## config.mk

```make
export PLATFORM = sky130hd
export DESIGN_NAME = flappy_game_ctrl
export DESIGN_NICKNAME = d
export VERILOG_FILES = /design/src/rtl/flappy_game_ctrl.sv
export SDC_FILE = /design/constraint.sdc
export NUM_CORES = 1
export LEC_CHECK = 0
export ABC_AREA = 1
export BUFFER_PORTS_ARGS = -buffer_cell sky130_fd_sc_hd__buf_2
export CAP_MARGIN = 20
export CORE_MARGIN = 1
export CORE_UTILIZATION = 55
export DETAILED_ROUTE_END_ITERATION = 10
export PLACE_DENSITY = 0.76
export SLEW_MARGIN = 20
export SYNTH_ARGS = -nofsm -noshare
export SYNTH_HDL_FRONTEND = slang
export SYNTH_SLANG_ARGS = --single-unit
```

## constraint.sdc

```tcl
create_clock -name Clk -period 4.1 [get_ports Clk]
set_input_delay 0 -clock Clk [delete_from_list [all_inputs] [get_ports Clk]]
set_output_delay 0 -clock Clk [all_outputs]
set_load 0.02 [all_outputs]
```

## src/rtl/flappy_game_ctrl.sv

```systemverilog
// flappy_game_ctrl: per-frame game sequencer for the bird physics block and
// two scrolling pipes. Once per frame it requests a bird step, scrolls and
// respawns the pipes, keeps the score and decides on collisions.
//
// Ports:
//   Clk, Reset_n            system clock, async active-low reset
//   Start, Ack              level inputs: INIT->play, LOST->INIT
//   YBird, Bird_Done        bird top Y and step-complete pulse from bird FSM
//   Bird_Step, Bird_Hold    step request pulse / hold bird at start position
//   Pipe0_X/Pipe1_X         pipe left X
//   Pipe0_GapY/Pipe1_GapY   gap top Y
//   Score                   pipes passed, saturating at 255
//   Frame_Tick              one-cycle pulse per frame
//   q_Init, q_Play, q_Lost  one-hot game state
//
// Build option: FLAPPY_SPEEDUP_EN adds 1 px/frame of scroll per 8 points,
// capped at +3. Without it the scroll is the constant SCROLL.
//
// state  | meaning
// INIT   | pipes held at start positions, wait for Start
// WAIT   | playing, wait for frame tick (or queued tick)
// STEP   | bird step requested, wait for Bird_Done
// SCROLL | move pipes, respawn, count passed pipes
// CHECK  | ground / ceiling / pipe collision test
// LOST   | everything frozen, wait for Ack
module flappy_game_ctrl #(
  parameter int FRAME_DIV    = 1666667,
  parameter int SCREEN_W     = 640,
  parameter int GROUND_Y     = 464,
  parameter int BIRD_X       = 100,
  parameter int BIRD_SIZE    = 16,
  parameter int PIPE_W       = 40,
  parameter int GAP_H        = 120,
  parameter int PIPE_SPACING = 320,
  parameter int SCROLL       = 2
) (
  input  logic       Clk,
  input  logic       Reset_n,
  input  logic       Start,
  input  logic       Ack,
  input  logic [9:0] YBird,
  input  logic       Bird_Done,
  output logic       Bird_Step,
  output logic       Bird_Hold,
  output logic [9:0] Pipe0_X,
  output logic [9:0] Pipe1_X,
  output logic [9:0] Pipe0_GapY,
  output logic [9:0] Pipe1_GapY,
  output logic [7:0] Score,
  output logic       Frame_Tick,
  output logic       q_Init,
  output logic       q_Play,
  output logic       q_Lost
);

  localparam int CNT_W = (FRAME_DIV > 2) ? $clog2(FRAME_DIV) : 1;
  localparam logic [9:0]  X0_RST = 10'(SCREEN_W);
  localparam logic [9:0]  X1_RST = 10'(SCREEN_W + PIPE_SPACING);
  localparam logic [9:0]  GY_RST = 10'd176;
  localparam logic [10:0] BX  = 11'(BIRD_X);
  localparam logic [10:0] BS  = 11'(BIRD_SIZE);
  localparam logic [10:0] PW  = 11'(PIPE_W);
  localparam logic [10:0] GH  = 11'(GAP_H);
  localparam logic [10:0] GY  = 11'(GROUND_Y);
  localparam logic [10:0] SP  = 11'(PIPE_SPACING);
  localparam logic [10:0] SC  = 11'(SCROLL);

  typedef enum logic [2:0] {S_INIT, S_WAIT, S_STEP, S_SCROLL, S_CHECK, S_LOST} state_t;

  state_t           state_q, state_d;
  logic [CNT_W-1:0] cnt_q;
  logic [7:0]       lfsr_q;
  logic             pend_q, pend_d;
  logic             step_q, step_d;
  logic [9:0]       px0_q, px0_d, px1_q, px1_d;
  logic [9:0]       gy0_q, gy0_d, gy1_q, gy1_d;
  logic [7:0]       score_q, score_d;
  logic             tick;

  assign tick = (cnt_q == CNT_W'(FRAME_DIV - 1));

  // Frame counter and LFSR run in every state.
  always_ff @(posedge Clk or negedge Reset_n) begin
    if (!Reset_n) begin
      cnt_q  <= '0;
      lfsr_q <= 8'hA5;
    end else begin
      cnt_q  <= tick ? '0 : cnt_q + 1'b1;
      lfsr_q <= {lfsr_q[6:0], lfsr_q[7] ^ lfsr_q[5] ^ lfsr_q[4] ^ lfsr_q[3]};
    end
  end

  // Scroll amount for this frame.
  logic [10:0] s_w;
`ifdef FLAPPY_SPEEDUP_EN
  logic [10:0] boost;
  always_comb begin
    boost = (score_q[7:3] > 5'd3) ? 11'd3 : {6'b0, score_q[7:3]};
  end
  assign s_w = SC + boost;
`else
  assign s_w = SC;
`endif

  // Scroll datapath, all in 11 bits so nothing wraps.
  logic [10:0] x0, x1, nx0, nx1;
  logic        resp0, resp1, pass0, pass1;
  logic [1:0]  inc;
  logic [8:0]  score_sum;

  assign x0    = {1'b0, px0_q};
  assign x1    = {1'b0, px1_q};
  assign nx0   = x0 - s_w;
  assign nx1   = x1 - s_w;
  assign resp0 = (x0 <= s_w);
  assign resp1 = (x1 <= s_w);
  // A pipe is passed when its right edge moves from >= BIRD_X to < BIRD_X.
  assign pass0 = !resp0 && (x0 + PW >= BX) && (nx0 + PW < BX);
  assign pass1 = !resp1 && (x1 + PW >= BX) && (nx1 + PW < BX);
  assign inc       = {1'b0, pass0} + {1'b0, pass1};
  assign score_sum = {1'b0, score_q} + {7'b0, inc};

  // Collision against post-scroll pipe positions.
  logic [10:0] yb;
  logic        ground, hit0, hit1;

  assign yb     = {1'b0, YBird};
  assign ground = (yb + BS >= GY) || (YBird == 10'd0);
  assign hit0   = (x0 < BX + BS) && (x0 + PW > BX) &&
                  ((yb < {1'b0, gy0_q}) || (yb + BS > {1'b0, gy0_q} + GH));
  assign hit1   = (x1 < BX + BS) && (x1 + PW > BX) &&
                  ((yb < {1'b0, gy1_q}) || (yb + BS > {1'b0, gy1_q} + GH));

  always_ff @(posedge Clk or negedge Reset_n) begin
    if (!Reset_n) begin
      state_q <= S_INIT;
      pend_q  <= 1'b0;
      step_q  <= 1'b0;
      px0_q   <= X0_RST;
      px1_q   <= X1_RST;
      gy0_q   <= GY_RST;
      gy1_q   <= GY_RST;
      score_q <= 8'd0;
    end else begin
      state_q <= state_d;
      pend_q  <= pend_d;
      step_q  <= step_d;
      px0_q   <= px0_d;
      px1_q   <= px1_d;
      gy0_q   <= gy0_d;
      gy1_q   <= gy1_d;
      score_q <= score_d;
    end
  end

  always_comb begin
    state_d = state_q;
    pend_d  = pend_q;
    step_d  = 1'b0;
    px0_d   = px0_q;
    px1_d   = px1_q;
    gy0_d   = gy0_q;
    gy1_d   = gy1_q;
    score_d = score_q;
    // Ticks that land while a frame is being processed queue (depth one).
    if (tick && (state_q == S_STEP || state_q == S_SCROLL || state_q == S_CHECK))
      pend_d = 1'b1;
    case (state_q)
      S_INIT: begin
        px0_d = X0_RST;
        px1_d = X1_RST;
        gy0_d = GY_RST;
        gy1_d = GY_RST;
        if (Start) begin
          score_d = 8'd0;
          pend_d  = 1'b0;
          state_d = S_WAIT;
        end
      end
      S_WAIT: begin
        if (tick || pend_q) begin
          pend_d  = 1'b0;
          step_d  = 1'b1;
          state_d = S_STEP;
        end
      end
      S_STEP: begin
        if (Bird_Done) state_d = S_SCROLL;
      end
      S_SCROLL: begin
        if (resp0) begin
          px0_d = 10'(nx1 + SP);
          gy0_d = {2'b0, lfsr_q} + 10'd64;
        end else begin
          px0_d = nx0[9:0];
        end
        if (resp1) begin
          px1_d = 10'(nx0 + SP);
          gy1_d = {2'b0, lfsr_q} + 10'd64;
        end else begin
          px1_d = nx1[9:0];
        end
        score_d = score_sum[8] ? 8'hFF : score_sum[7:0];
        state_d = S_CHECK;
      end
      S_CHECK: begin
        state_d = (ground || hit0 || hit1) ? S_LOST : S_WAIT;
      end
      S_LOST: begin
        if (Ack) state_d = S_INIT;
      end
      default: state_d = S_INIT;
    endcase
  end

  assign Bird_Step  = step_q;
  assign Bird_Hold  = (state_q == S_INIT) || (state_q == S_LOST);
  assign Pipe0_X    = px0_q;
  assign Pipe1_X    = px1_q;
  assign Pipe0_GapY = gy0_q;
  assign Pipe1_GapY = gy1_q;
  assign Score      = score_q;
  assign Frame_Tick = tick;
  assign q_Init     = (state_q == S_INIT);
  assign q_Lost     = (state_q == S_LOST);
  assign q_Play     = !q_Init && !q_Lost;

endmodule

```

# Word-level counts from Yosys, hierarchy flattened

Index checks and enable logic that the tools add are counted.

Register bits after elaboration: 82
Input bits: 15
Output and inout bits: 54
Word-level logic and storage cells: 109

Add/sub/neg operators: 15
Order comparisons: 15
Equality and inequality tests: 12
Muxes and demuxes: 24
Bitwise gates (word level): 3
Reduce and logical (&&, ||, !) cells: 30

Operators by type and width:

| kind                  | number |
|---|---|
| $pmux 10 s2           | 4 |
| $mux 10               | 4 |
| $add 10x6->11 const B | 2 |
| $add 10x7->11 const B | 2 |
| $add 11x6->11 const B | 2 |
| $ge 11x7->1 const B   | 2 |
| $gt 11x11->1          | 2 |
| $gt 11x7->1 const B   | 2 |
| $lt 11x7->1 const B   | 2 |
| $sub 10x2->11 const B | 2 |
| $add 21x1->21 const B | 1 |
| $eq 21x21->1 const B  | 1 |
| $mux 21               | 1 |
| $add 10x9->10 const B | 2 |
| $le 10x2->1 const B   | 2 |
| $lt 10x10->1          | 2 |
| $lt 10x7->1 const B   | 2 |
| $pmux 3 s6            | 1 |
| $mux 8                | 2 |
| $pmux 8 s2            | 1 |
| $mux 3                | 5 |
| $ne 2x2->1 const B    | 6 |
| $add 10x5->11 const B | 1 |
| $ge 11x9->1 const B   | 1 |
| other kinds (17)      | 47 |

# Depth between registers and ports, before layout

Depth after elaboration: 8
Depth in mapped cells: 25

# Worst setup path before layout

Ideal clock, no wire load.

Path kind: register to register
Start point: register px1_q[3], in the netlist Pipe1_X[3]
End point: register score_q[6], in the netlist Score[6]
Library setup time: 0.127 ns
Arrival: 3.276 ns
Setup slack: 0.697 ns
Stages on the path, launching flop included: 21
Period minus slack after synthesis: 3.403 ns
Cell sequence: dfrtp_1 inv_1 ha_1 nand4_2 xor2_1 inv_1 ha_1 nand2_1 a21oi_1 nor2_1 nand3_1 fa_1 inv_1 ha_1 inv_1 nor3_1 inv_1 nor2_1 inv_1 o31ai_1 o21ai_0

Word-level cells in the longest chain between the ends: 8

Ends and longest elaborated chain:

| element                                          | line | text |
|---|---|---|
| from (decl)                                      | 75   | `logic [9:0] px0_q, px0_d, px1_q, px1_d;` |
| from (signal assigned)                           | 149  | `px1_q <= px1_d;` |
| $sub 10x2->11 (tied with other cells)            | 114  | `assign nx1 = x1 - s_w;` |
| $add 11x6->11 (tied with other cells)            | 119  | `assign pass1 = !resp1 && (x1 + PW >= BX) && (nx1 + PW < BX);` |
| $lt 11x7->1 or $logic_and 1x1->1 (tied branches) | 119  |  |
| $logic_and 1x1->1 (*)                            | 119  |  |
| $add 1x1->2 (*)                                  | 120  | `assign inc = {1'b0, pass0} + {1'b0, pass1};` |
| $add 8x2->9 (*)                                  | 121  | `assign score_sum = {1'b0, score_q} + {7'b0, inc};` |
| $mux 8 (*)                                       | 203  | `score_d = score_sum[8] ? 8'hFF : score_sum[7:0];` |
| $pmux 8 s2 (*)                                   | 168  | `case (state_q)` |
| to (signal assigned)                             | 152  | `score_q <= score_d;` |
| to (decl)                                        | 77   | `logic [7:0] score_q, score_d;` |

Every way passes the cells marked *; elsewhere a longest branch is shown, timed or not.
A chain may end at the register's enable or synchronous reset.

# Worst setup path after layout

Start point: register px1_q[3], in the netlist Pipe1_X[3]
End point: register score_q[1], in the netlist Score[1]

Same word-level chain as after synthesis.

==> impl_metrics.ini <==
[grt]
grt-ovfl-total = 0
globalRouteTotalUtil_pct = 27.7
grt_pass1_wl_um = 25100
grt_start_max_net_pins = 81
via_count_of_the_first_global_routing_pass = 5387
grt_antenna_before_repair = 0

[yosys]
post-synth-top-area-cell = sky130_fd_sc_hd__dfrtp_1
netlist_instances = 800
synth.area.top_cells = sky130_fd_sc_hd__dfrtp_1 27%, sky130_fd_sc_hd__ha_1 11%, sky130_fd_sc_hd__nand2_1 10%
ys_seq_elements = 80
synthesis.area_sq_um = 6000
synth_enable_flop_cells = 0
async_reset_ff_share_pct = 100
synth.avg_cell_area_sq_um = 7.50
share_of_the_synthesized_area_in_the_top_cell_type_pct = 26.7
synth_flop_cell = sky130_fd_sc_hd__dfrtp_1
yosysUniqueCellTypes = 50
synth_sequential_area_ratio_pct = 33.7
yosysWarnings = 0

[worst_setup_path]
reg2regPathDepth = 22
worstSetupStartpointType = flop
capture_instance_of_the_worst_register_to_register_path = Score[1]
max_stage_delay_ps = 470
critical_path_required_ps = 4370
crit_top_cell = sky130_fd_sc_hd__inv_1
worstPathMaxFanout = 7
critical-path-slowest-cell = sky130_fd_sc_hd__dfrtp_1
setup.worst_path.class = reg2reg
worstPathCellList = inv_1 -> ha_1 -> nand4_2 -> xor2_2 -> inv_1 -> ha_1 -> inv_1 -> nand2_1 -> o211ai_1 -> a21oi_1 -> nand3_1 -> fa_1 -> inv_1 -> ha_1 -> inv_1 -> nor3_1 -> inv_1 -> nor2_1 -> nand2_1 -> inv_1 -> o21ai_0 -> o21ai_0
critical_path.endpoint_type = flop
worstReg2RegStart = Pipe1_X[3]
rrSetupSlack_ps = 430
cp.arrival_ps = 3950

[floorplan]
io-pin-count = 69
die-area_sq_um = 11300
overall_die_height_um = 106
die_width_um = 106
core_region_area_sq_um = 10500
initial_utilization_pct = 57.3
num_rows = 37

[placed_design]
finalWeightedCongestion = 0.924
place_hpwl_um = 11400
numPortBuffers = 66
placement.cell_area_sq_um = 6420

[sta]
fmax_mhz = 272
final_clock_period_utilization_by_the_worst_path_pct = 89.6
finClkSkew_ps = 7.66
final_hold_vio_count = 0
report.final.slew_viol_count = 0
worst_slew_pin_slew_ps = 855
setup-tns-final_ps = 0
relSlewSlack_pct = 42.5
report.final.setup_viol = 0
rsz0062_at_grt = false
timing.final.crit_period_ps = 3670

[clock_tree]
clk_pin_slew_ps = 90
numClockSinks = 80
cts_root_buf = sky130_fd_sc_hd__clkbuf_8
cts_buffers = 9
tritoncts = built
insertion_delay_ps = 350
cts_max_level = 3
clock_tree.buffer_depth = 2

[layout]
finalNetCount = 939
design_area_sq_um = 6660
final_core_utilization_pct = 63.7
antenna-diode-count = 0
drive_gt1_share_pct = 15.1
area_grow_syn2layout_pct = 11.1
n_fill_cell = 968

[drt]
drt_first_pass_iters = 5
aggregate_routed_wire_length_um = 14700
drt-initial-drc-count = 453
viasPerCell = 5.47
drc = 0
via_count = 5539
remaining_number_of_nets_flagged_by_the_antenna_check_after_routing = 0
route.detailed.wl_per_inst_um = 14.6

[min_path]
hold_path.class = in2async

[power]
power_w = 0.00407
comb_power_share_pct = 57.9
switching_share_pct = 50.9
power_per_cell_area_nw_per_um2 = 611
vdd_ir_drop_max_mv = 0.369
cell_internal_pwr_w = 0.00200
switching_power_w = 0.00207
clock_power_share_pct = 14.1
power.share.sequential_pct = 28.1
leakagePower_nw = 3.43

[outcome]
status = finished, final reports clean

[flow_run]
maxCapViolations = 0
## per-layer routing
metal	share of wire [%]	wire length, um	vias up	global-route usage, %
met5	0	0	-	0
met4	2.6	381	0	10.4
met3	4.8	714	32	3.31
met2	47	6860	170	45.3
met1	46	6770	2584	37.7
li1	-	-	2753	-
## state kept, by name, summed over array words and instances, names as in the netlist
signal      count
cnt_q          21
Pipe0_X        10
Pipe1_X        10
Pipe0_GapY      9
Pipe1_GapY      9
Score           8
lfsr_q          8
state_q         3
Bird_Step       1
pend_q          1
## through the flow
| stage | worst slack, ps | std cells | hold WS (ps) |
|---|---|---|---|
| final | 425 | 1012 | 236 |
| after global routing | 82.5 | 1012 | 322 |
| after detailed placement | 408 | 992 | 242 |
| after global placement | 622 | 992 | 232 |
| after CTS | 385 | 1012 | 261 |
| after floorplan | 697 | 801 | -296 |
## final cells by class
type	instances	area (sq um)	share of cell area (%)
repair buffers	70	377	5.65
well taps	136	170	2.55
clock inverters	6	60.1	0.901
flip-flops and latches	80	2020	30.3
inverters	138	518	7.77
clock buffers	10	128	1.92
multi-input cells	572	3390	50.9
## kinds of logic (layout without fill, tap and decap cells)
logic type / Yosys count / in the layout / share of synthesized area, %
AOI/OAI and AO/OA: 123 / 123 / 12.4
xor gates and xnor gates: 36 / 36 / 5.38
adders and majority gates: 53 / 53 / 11.2
buffers and inverters: 149 / 224 / 9.95
DFF: 80 / 80 / 33.7
muxes: 2 / 2 / 0.376
other: 1 / 2 / 0.0625
and+or+nand+nor: 356 / 356 / 27.0
## what timing repair did
| item | CTS | global route |
|---|---|---|
| setup endpoints to repair | 0 | 1 |
| buffers inserted | 0 | 0 |
| gates resized for setup | 0 | 1 |
| hold buffers | 4 | 0 |
| hold endpoints to repair | 68 | 0 |
## layout by cell type, fill, tap and decap left out, types with 3 or more instances in the layout
master and count:
sky130_fd_sc_hd__xor2_1 27, sky130_fd_sc_hd__dfrtp_1 64, sky130_fd_sc_hd__o21ai_0 40, sky130_fd_sc_hd__clkbuf_8 9
sky130_fd_sc_hd__o221ai_1 14, sky130_fd_sc_hd__dfstp_2 16, sky130_fd_sc_hd__and3_1 3, sky130_fd_sc_hd__nand2_1 160
sky130_fd_sc_hd__nand2_2 4, sky130_fd_sc_hd__clkinv_2 3, sky130_fd_sc_hd__nand4_1 11, sky130_fd_sc_hd__nor4_1 7
sky130_fd_sc_hd__nand3_1 55, sky130_fd_sc_hd__o21a_1 4, sky130_fd_sc_hd__ha_1 52, sky130_fd_sc_hd__dlygate4sd3_1 4
sky130_fd_sc_hd__nand3b_1 3, sky130_fd_sc_hd__nor3_1 15, sky130_fd_sc_hd__nor3b_1 4, sky130_fd_sc_hd__xnor2_1 7
sky130_fd_sc_hd__o21ai_1 7, sky130_fd_sc_hd__inv_2 9, sky130_fd_sc_hd__a21o_1 4, sky130_fd_sc_hd__a21oi_1 32
sky130_fd_sc_hd__nand2_4 3, sky130_fd_sc_hd__or2_2 4, sky130_fd_sc_hd__o211ai_1 6, sky130_fd_sc_hd__nor2_1 76
sky130_fd_sc_hd__o22ai_1 7, sky130_fd_sc_hd__buf_2 65, sky130_fd_sc_hd__inv_1 129
## critical path: cells and delay by family (launching register included)
kind | cells | cell delay (ps)
adders and majority gates | 4 | 1010
and+or+nand+nor | 6 | 830
buffers and inverters | 7 | 660
DFF | 1 | 470
AOI/OAI and AO/OA | 4 | 430
xor gates and xnor gates | 1 | 210
## Yosys cell counts, drive strengths merged (2+ instances only)
cell type and number:
a21oi 32, o21a 4, nor2 79, xnor2 7, o22ai 7, or2 6
nand2 168, dfstp 16, clkbuf 2, nand4 13, nor3 17, o211ai 6
ha 52, nor3b 4, o21bai 2, o221ai 14, nand3b 3, and3 3
o21ai 49, inv 138, a21o 4, dfrtp 64, nor4 7, buf 9
nand3 56, xor2 29, o31ai 2, mux2 2
## how the worst max path moves through the flow
stage / from / end / slack (ps) / depth (start not counted)
after floorplan: Pipe1_X[3] / Score[6] / 700 / 20
after global placement: Pipe1_X[3] / Score[6] / 620 / 20
after detailed placement: Pipe1_X[3] / Score[1] / 410 / 21
after CTS: Pipe1_X[3] / Score[1] / 380 / 21
after global routing: Pipe1_X[3] / Score[6] / 80 / 21
final: Pipe1_X[3] / Score[1] / 430 / 22
## power by group through the flow
| stage | logic [W] | clock network (W) | registers (W) |
|---|---|---|---|
| 2_1_floorplan | 0.00166 | 0 | 0.00122 |
| 3_3_place_gp | 0.00223 | 0 | 0.00114 |
| 3_5_place_dp | 0.00230 | 0 | 0.00115 |
| 4_1_cts | 0.00232 | 0.000583 | 0.00114 |
| 5_1_grt | 0.00264 | 0.000618 | 0.00116 |
| 6_report | 0.00236 | 0.000573 | 0.00114 |
Power figures use the tool's default switching activity.
